===== src/rtl/reg_writeback_ctrl.sv =====
// Write-side controller for the 32x32 register file: merges ALU results and in-order
// load responses into one registered write port and reports RAW/WAW hazards to decode.
module reg_writeback_ctrl #(
  parameter int LQ_DEPTH = 4,
  parameter int LQ_AW    = 2
) (
  input  logic        clk,
  input  logic        rst,
  input  logic        alu_valid,
  output logic        alu_ready,
  input  logic [4:0]  alu_addr,
  input  logic [31:0] alu_data,
  input  logic        ld_issue_valid,
  output logic        ld_issue_ready,
  input  logic [4:0]  ld_issue_addr,
  input  logic        ld_resp_valid,
  input  logic [31:0] ld_resp_data,
  input  logic [4:0]  chk_addr1,
  input  logic [4:0]  chk_addr2,
  input  logic [4:0]  chk_addr3,
  output logic        hazard1,
  output logic        hazard2,
  output logic        hazard3,
  output logic [4:0]  write_addr,
  output logic [31:0] write_data,
  output logic        err_resp
);

  localparam logic [LQ_AW:0] PTR_ONE = (LQ_AW + 1)'(1);

  logic [4:0]       r_lq_addr [LQ_DEPTH];
  logic [LQ_AW:0]   r_wr_ptr;
  logic [LQ_AW:0]   r_rd_ptr;
  logic             r_skid_full;
  logic [4:0]       r_skid_addr;
  logic [31:0]      r_skid_data;

  logic             w_empty;
  logic             w_full;
  logic             w_push;
  logic             w_pop;
  logic             w_alu_fire;
  logic [LQ_AW:0]   w_count;
  logic [4:0]       w_head_addr;
  logic [LQ_DEPTH-1:0] w_ent_valid;
  logic [4:0]       w_sel_addr;
  logic [31:0]      w_sel_data;
  logic             w_skid_load;
  logic             w_skid_drain;

  // Pointers carry one extra wrap bit so full and empty are distinguishable.
  assign w_empty     = (r_wr_ptr == r_rd_ptr);
  assign w_full      = (r_wr_ptr[LQ_AW] != r_rd_ptr[LQ_AW]) &&
                       (r_wr_ptr[LQ_AW-1:0] == r_rd_ptr[LQ_AW-1:0]);
  assign w_count     = r_wr_ptr - r_rd_ptr;
  assign w_head_addr = r_lq_addr[r_rd_ptr[LQ_AW-1:0]];

  assign ld_issue_ready = !w_full;
  assign alu_ready      = !r_skid_full;

  assign w_push     = ld_issue_valid && !w_full;
  assign w_pop      = ld_resp_valid && !w_empty;
  assign w_alu_fire = alu_valid && alu_ready;

  // Write-port arbitration: load response, then skid, then the live ALU beat.
  always_comb begin
    w_sel_addr   = 5'd0;
    w_sel_data   = 32'd0;
    w_skid_load  = 1'b0;
    w_skid_drain = 1'b0;
    if (w_pop) begin
      w_sel_addr  = w_head_addr;
      w_sel_data  = ld_resp_data;
      w_skid_load = w_alu_fire;
    end else if (r_skid_full) begin
      w_sel_addr   = r_skid_addr;
      w_sel_data   = r_skid_data;
      w_skid_drain = 1'b1;
    end else if (w_alu_fire) begin
      w_sel_addr = alu_addr;
      w_sel_data = alu_data;
    end
  end

  // NOTE: sequential state uses non-blocking assignments so every register samples pre-edge values.
  always_ff @(posedge clk) begin
    if (rst) begin
      r_wr_ptr    <= '0;
      r_rd_ptr    <= '0;
      r_skid_full <= 1'b0;
      r_skid_addr <= 5'd0;
      r_skid_data <= 32'd0;
      write_addr  <= 5'd0;
      write_data  <= 32'd0;
      err_resp    <= 1'b0;
    end else begin
      if (w_push) r_wr_ptr <= r_wr_ptr + PTR_ONE;
      if (w_pop)  r_rd_ptr <= r_rd_ptr + PTR_ONE;
      if (w_skid_load) begin
        r_skid_full <= 1'b1;
        r_skid_addr <= alu_addr;
        r_skid_data <= alu_data;
      end else if (w_skid_drain) begin
        r_skid_full <= 1'b0;
      end
      write_addr <= w_sel_addr;
      write_data <= w_sel_data;
      if (ld_resp_valid && w_empty) err_resp <= 1'b1;
    end
  end

  // NOTE: queue storage is not reset; the pointers alone decide which entries are live.
  always_ff @(posedge clk) begin
    if (w_push) r_lq_addr[r_wr_ptr[LQ_AW-1:0]] <= ld_issue_addr;
  end

  // An entry is live when its distance from the read pointer is below the occupancy.
  always_comb begin
    w_ent_valid = '0;
    for (int i = 0; i < LQ_DEPTH; i++) begin
      w_ent_valid[i] = ({1'b0, LQ_AW'(i) - r_rd_ptr[LQ_AW-1:0]} < w_count);
    end
  end

  // NOTE: every always_comb output gets a default first so no latch is inferred.
  always_comb begin
    hazard1 = 1'b0;
    hazard2 = 1'b0;
    hazard3 = 1'b0;
    for (int i = 0; i < LQ_DEPTH; i++) begin
      if (w_ent_valid[i]) begin
        if (r_lq_addr[i] == chk_addr1) hazard1 = 1'b1;
        if (r_lq_addr[i] == chk_addr2) hazard2 = 1'b1;
        if (r_lq_addr[i] == chk_addr3) hazard3 = 1'b1;
      end
    end
    if (r_skid_full) begin
      if (r_skid_addr == chk_addr1) hazard1 = 1'b1;
      if (r_skid_addr == chk_addr2) hazard2 = 1'b1;
      if (r_skid_addr == chk_addr3) hazard3 = 1'b1;
    end
    // r0 is hardwired, so it never carries a pending value.
    if (chk_addr1 == 5'd0) hazard1 = 1'b0;
    if (chk_addr2 == 5'd0) hazard2 = 1'b0;
    if (chk_addr3 == 5'd0) hazard3 = 1'b0;
  end

endmodule


===== config.mk =====
export PLATFORM = sky130hd
export DESIGN_NAME = reg_writeback_ctrl
export DESIGN_NICKNAME = d
export VERILOG_FILES = /design/src/rtl/reg_writeback_ctrl.sv
export SDC_FILE = /design/constraint.sdc
export NUM_CORES = 1
export LEC_CHECK = 0
export BUFFER_PORTS_ARGS = -buffer_cell sky130_fd_sc_hd__clkbuf_2
export CAP_MARGIN = 25
export CORE_UTILIZATION = 55
export DETAILED_ROUTE_END_ITERATION = 8
export HOLD_SLACK_MARGIN = 0.12
export PLACE_DENSITY = 0.91
export SETUP_SLACK_MARGIN = 0.02
export SLEW_MARGIN = 20
export SYNTH_ARGS = -nofsm -noshare
export SYNTH_HDL_FRONTEND = slang
export SYNTH_SLANG_ARGS = --single-unit

===== constraint.sdc =====
create_clock -name clk -period 5.8 [get_ports clk]
set_input_delay 0.29 -clock clk [delete_from_list [all_inputs] [get_ports clk]]
set_output_delay 0.29 -clock clk [all_outputs]
set_load 0.005 [all_outputs]

==> reports/metrics.yaml <==
yosys:
  synth_area_per_cell_um2: 9.40
  synth-async-reset-ratio: 0
  synth_area_um2: 5330
  syn_nets: 674
  syn_inst: 567
  synth.distinct_cells: 33
  synth-edff-count: 20
  synth_seq_cells: 104
  synth_area_leaders: "dfxtp_1 (32%), edfxtp_1 (11%), xnor2_1 (7.6%)"
  synth_most_common_cell: "nor2_1"
  ys_warn_count: 0
  synth_top_area_share: 0.315
  seq_area_frac_synth: 0.428
  synth_area_leader_cell: "dfxtp_1"
  synthTopCellsByCount: "nor2_1 (88), dfxtp_1 (84), xnor2_1 (46), a21oi_1 (45), clkbuf_1 (45)"
  synthFlopType: "dfxtp_1"
worst_setup_path:
  cp_max_fo: 5
  worst-path-buf-inv: 4
  cp.depth: 12
  critPathLaunchType: "flip-flop"
  rr_startpoint: "r_wr_ptr[0]$_SDFFE_PP0P_"
  cp-endpoint: "hazard2"
  r2r_end: "r_skid_data[30]$_SDFFE_PP0P_"
  crit_family: "adder cells"
  crit_arrival_ns: 3.16
  worst-r2r-cell-count: 8
  crit_path_cell_trace: "inv_1 > ha_1 > inv_1 > fa_1 > inv_1 > ha_1 > o21ba_2 > nor2_1 > nor4_1 > nor4_1 > a21oi_1 > clkbuf_2"
  endpoint_kind: "output pin"
  startpoint: "r_wr_ptr[0]$_SDFFE_PP0P_"
  worstPathRequired_ns: 5.51
  critPathMostFrequentCell: "inv_1"
  slowest_stage: "dfxtp_1"
  reg2reg_slack_ns: 3.39
  path_class: "flip-flop to output pin"
  critical-path-max-stage-delay_ns: 0.45
grt:
  grt_use_total: 0.262
  grt_max_degree: 84
  grt_remaining_overflow: 0
  antenna_found_initial: 0
  grt_pass1_vias: 4163
  grt_pass1_wl_um: 20500
pwr:
  peakVddDrop_mv: 0.171
  p_leak_uw: 0.00288
  power_density_nw_per_um2: 306
worst_hold_path:
  hold_path.class: "primary input to flip-flop"
drt:
  finalWirelength_um: 13000
  wl_per_cell_um: 16.2
  drt_iter0_markers: 266
  viasPerCell: 5.59
  vias: 4464
  postRouteAntennaNets: 0
  drt_first_pass_iters: 4
  drc: 0
clocking:
  post_cts.repair.setup_buffers: 0
  cts_root_buffer: "clkbuf_8"
  htree_levels: 3
  cts_hold_buffers: 0
  clock_sinks: 104
  clk_latency_ns: 0.37
  cts_buffer_depth: 2
  cts_made_buffers: 9
  cts_tree: "built"
  clk_pin_slew_ns: 0.11
  cts_resized: 0
sta:
  clock.fmax_mhz: 290
  slew_viol_final: 0
  max_slew_margin: 0.454
  holdWs_ns: 0.127
  fin_crit_ns: 3.45
  fin_skew_ns: 0.0133
  worstMarginPinSlew_ns: 0.819
  finalHoldViolations: 0
  setup_viol: 0
  fin_setup_tns_ns: 0
  rsz0062_at_grt: "no"
  finalCritPeriodShare: 0.596
final_layout:
  final_layout_size_suffix_gt1_frac: 0.252
  nFillCells: 755
  area_growth_pct: 16.9
  nNetsFinal: 772
  diodes: 0
floorplanning:
  coreArea_um2: 9330
  die_w_um: 100
  fp.dieH_um: 100
  rows: 35
  design.die.area_um2: 10100
  start_util: 0.572
  ios: 137
placed_design:
  io_buffers: 136
  globalplace.congestion: 0.871
  dp.final_hpwl_um: 9360
status:
  status: "complete, no violations"
run:
  cap_violations: 0
==> worst register-to-register path, delay by kind of cell (launching register included) <==
family	cells	cell delay [ns]
and+or+nand+nor	3	0.26
buffers and inverters	2	0.66
DFF	1	0.45
muxes	1	0.31
adders and majority gates	1	0.33
AOI/OAI and AO/OA	1	0.27
==> stage by stage <==
| stage | util | worst slack (ns) | cells | area, um^2 | power, uW |
|---|---|---|---|---|---|
| CTS | 0.668 | 2.35 | 799 | 6230 | 1910 |
| floorplan | - | 3.28 | 567 | 5330 | 1230 |
| detailed placement | 0.643 | 2.76 | 783 | 6000 | 1390 |
| global placement | 0.642 | 2.92 | 782 | 5980 | 1370 |
| global route | 0.668 | 2.15 | 799 | 6230 | 2010 |
| finish | 0.668 | 2.35 | 799 | 6230 | 1910 |
==> metal layers <==
metal,part of all wire,track usage,routed length (um),vias up
met5,0,0,0,-
met4,0.017,0.0803,218,0
met3,0.054,0.0458,704,20
met2,0.51,0.460,6590,147
met1,0.42,0.330,5470,2153
li1,-,-,-,2144
==> layout make-up <==
class / count / area, um^2 / area share
timing repair buffer: 141 / 726 / 0.116
clock inverter: 7 / 111 / 0.0179
sequential: 104 / 2280 / 0.366
clock buffer: 9 / 124 / 0.0199
multi-input combinational: 398 / 2790 / 0.447
tap: 129 / 161 / 0.0259
inverter: 11 / 41.3 / 0.00662
==> registers in the layout (all words and copies together), names as in the netlist, named ones only <==
name,cells
err_resp,1
write_addr,5
r_skid_full,1
r_skid_addr,5
write_data,32
r_wr_ptr,3
r_skid_data,32
r_rd_ptr,3
r_lq_addr,20
==> power by group <==
part	leakage, uW	switching (uW)	internal [uW]
logic	0.00189	285	227
clock network	0.000118	273	252
registers	0.000872	52.3	816
==> cells by family after synthesis <==
family                   count (synthesis)  share of synthesized area
AO/OA/AOI/OAI                           89                      0.104
AND/OR/NAND/NOR                        173                      0.156
buffers and inverters                   65                     0.0521
multiplexers                            42                     0.0906
adder cells (fa/ha/maj)                 13                     0.0319
XOR/XNOR                                81                      0.137
flip-flops                             104                      0.428
==> cells in the final DEF (no fill, tap or decap), types with 2 or more instances in the layout <==
| cell type | Yosys | routed |
|---|---|---|
| a21oi_1 | 45 | 45 |
| mux4_2 | 5 | 5 |
| and2_1 | 4 | 4 |
| nand4_1 | 4 | 4 |
| dfxtp_1 | 84 | 84 |
| buf_4 | 0 | 4 |
| nand3_1 | 12 | 11 |
| a31oi_1 | 2 | 2 |
| bufinv_16 | 0 | 2 |
| ha_1 | 12 | 12 |
| xnor2_1 | 46 | 46 |
| nor4_1 | 12 | 12 |
| clkbuf_2 | 0 | 136 |
| edfxtp_1 | 20 | 20 |
| mux2i_1 | 37 | 37 |
| nor2_1 | 88 | 88 |
| inv_6 | 0 | 3 |
| a211oi_1 | 38 | 38 |
| and3_1 | 37 | 37 |
| inv_1 | 11 | 11 |
| xor2_1 | 33 | 33 |
| or4_1 | 3 | 3 |
| nor3_1 | 6 | 6 |
| clkbuf_8 | 0 | 9 |
| nand2b_1 | 2 | 2 |
| nand2_1 | 4 | 4 |
==> worst min-delay path by stage <==
stage	from	end	depth (start not counted)	slack, ns
global route	ld_issue_addr[0]	r_lq_addr[1][0]$_DFFE_PP_	1	0.13
floorplan	ld_issue_addr[0]	r_lq_addr[0][0]$_DFFE_PP_	0	0.39
CTS	ld_issue_addr[0]	r_lq_addr[1][0]$_DFFE_PP_	1	0.12
detailed placement	err_resp$_SDFFE_PP0P_	err_resp$_SDFFE_PP0P_	2	0.48
global placement	err_resp$_SDFFE_PP0P_	err_resp$_SDFFE_PP0P_	2	0.47
finish	ld_issue_addr[0]	r_lq_addr[2][0]$_DFFE_PP_	1	0.13
No activity file was read; power rests on OpenSTA's default activity.
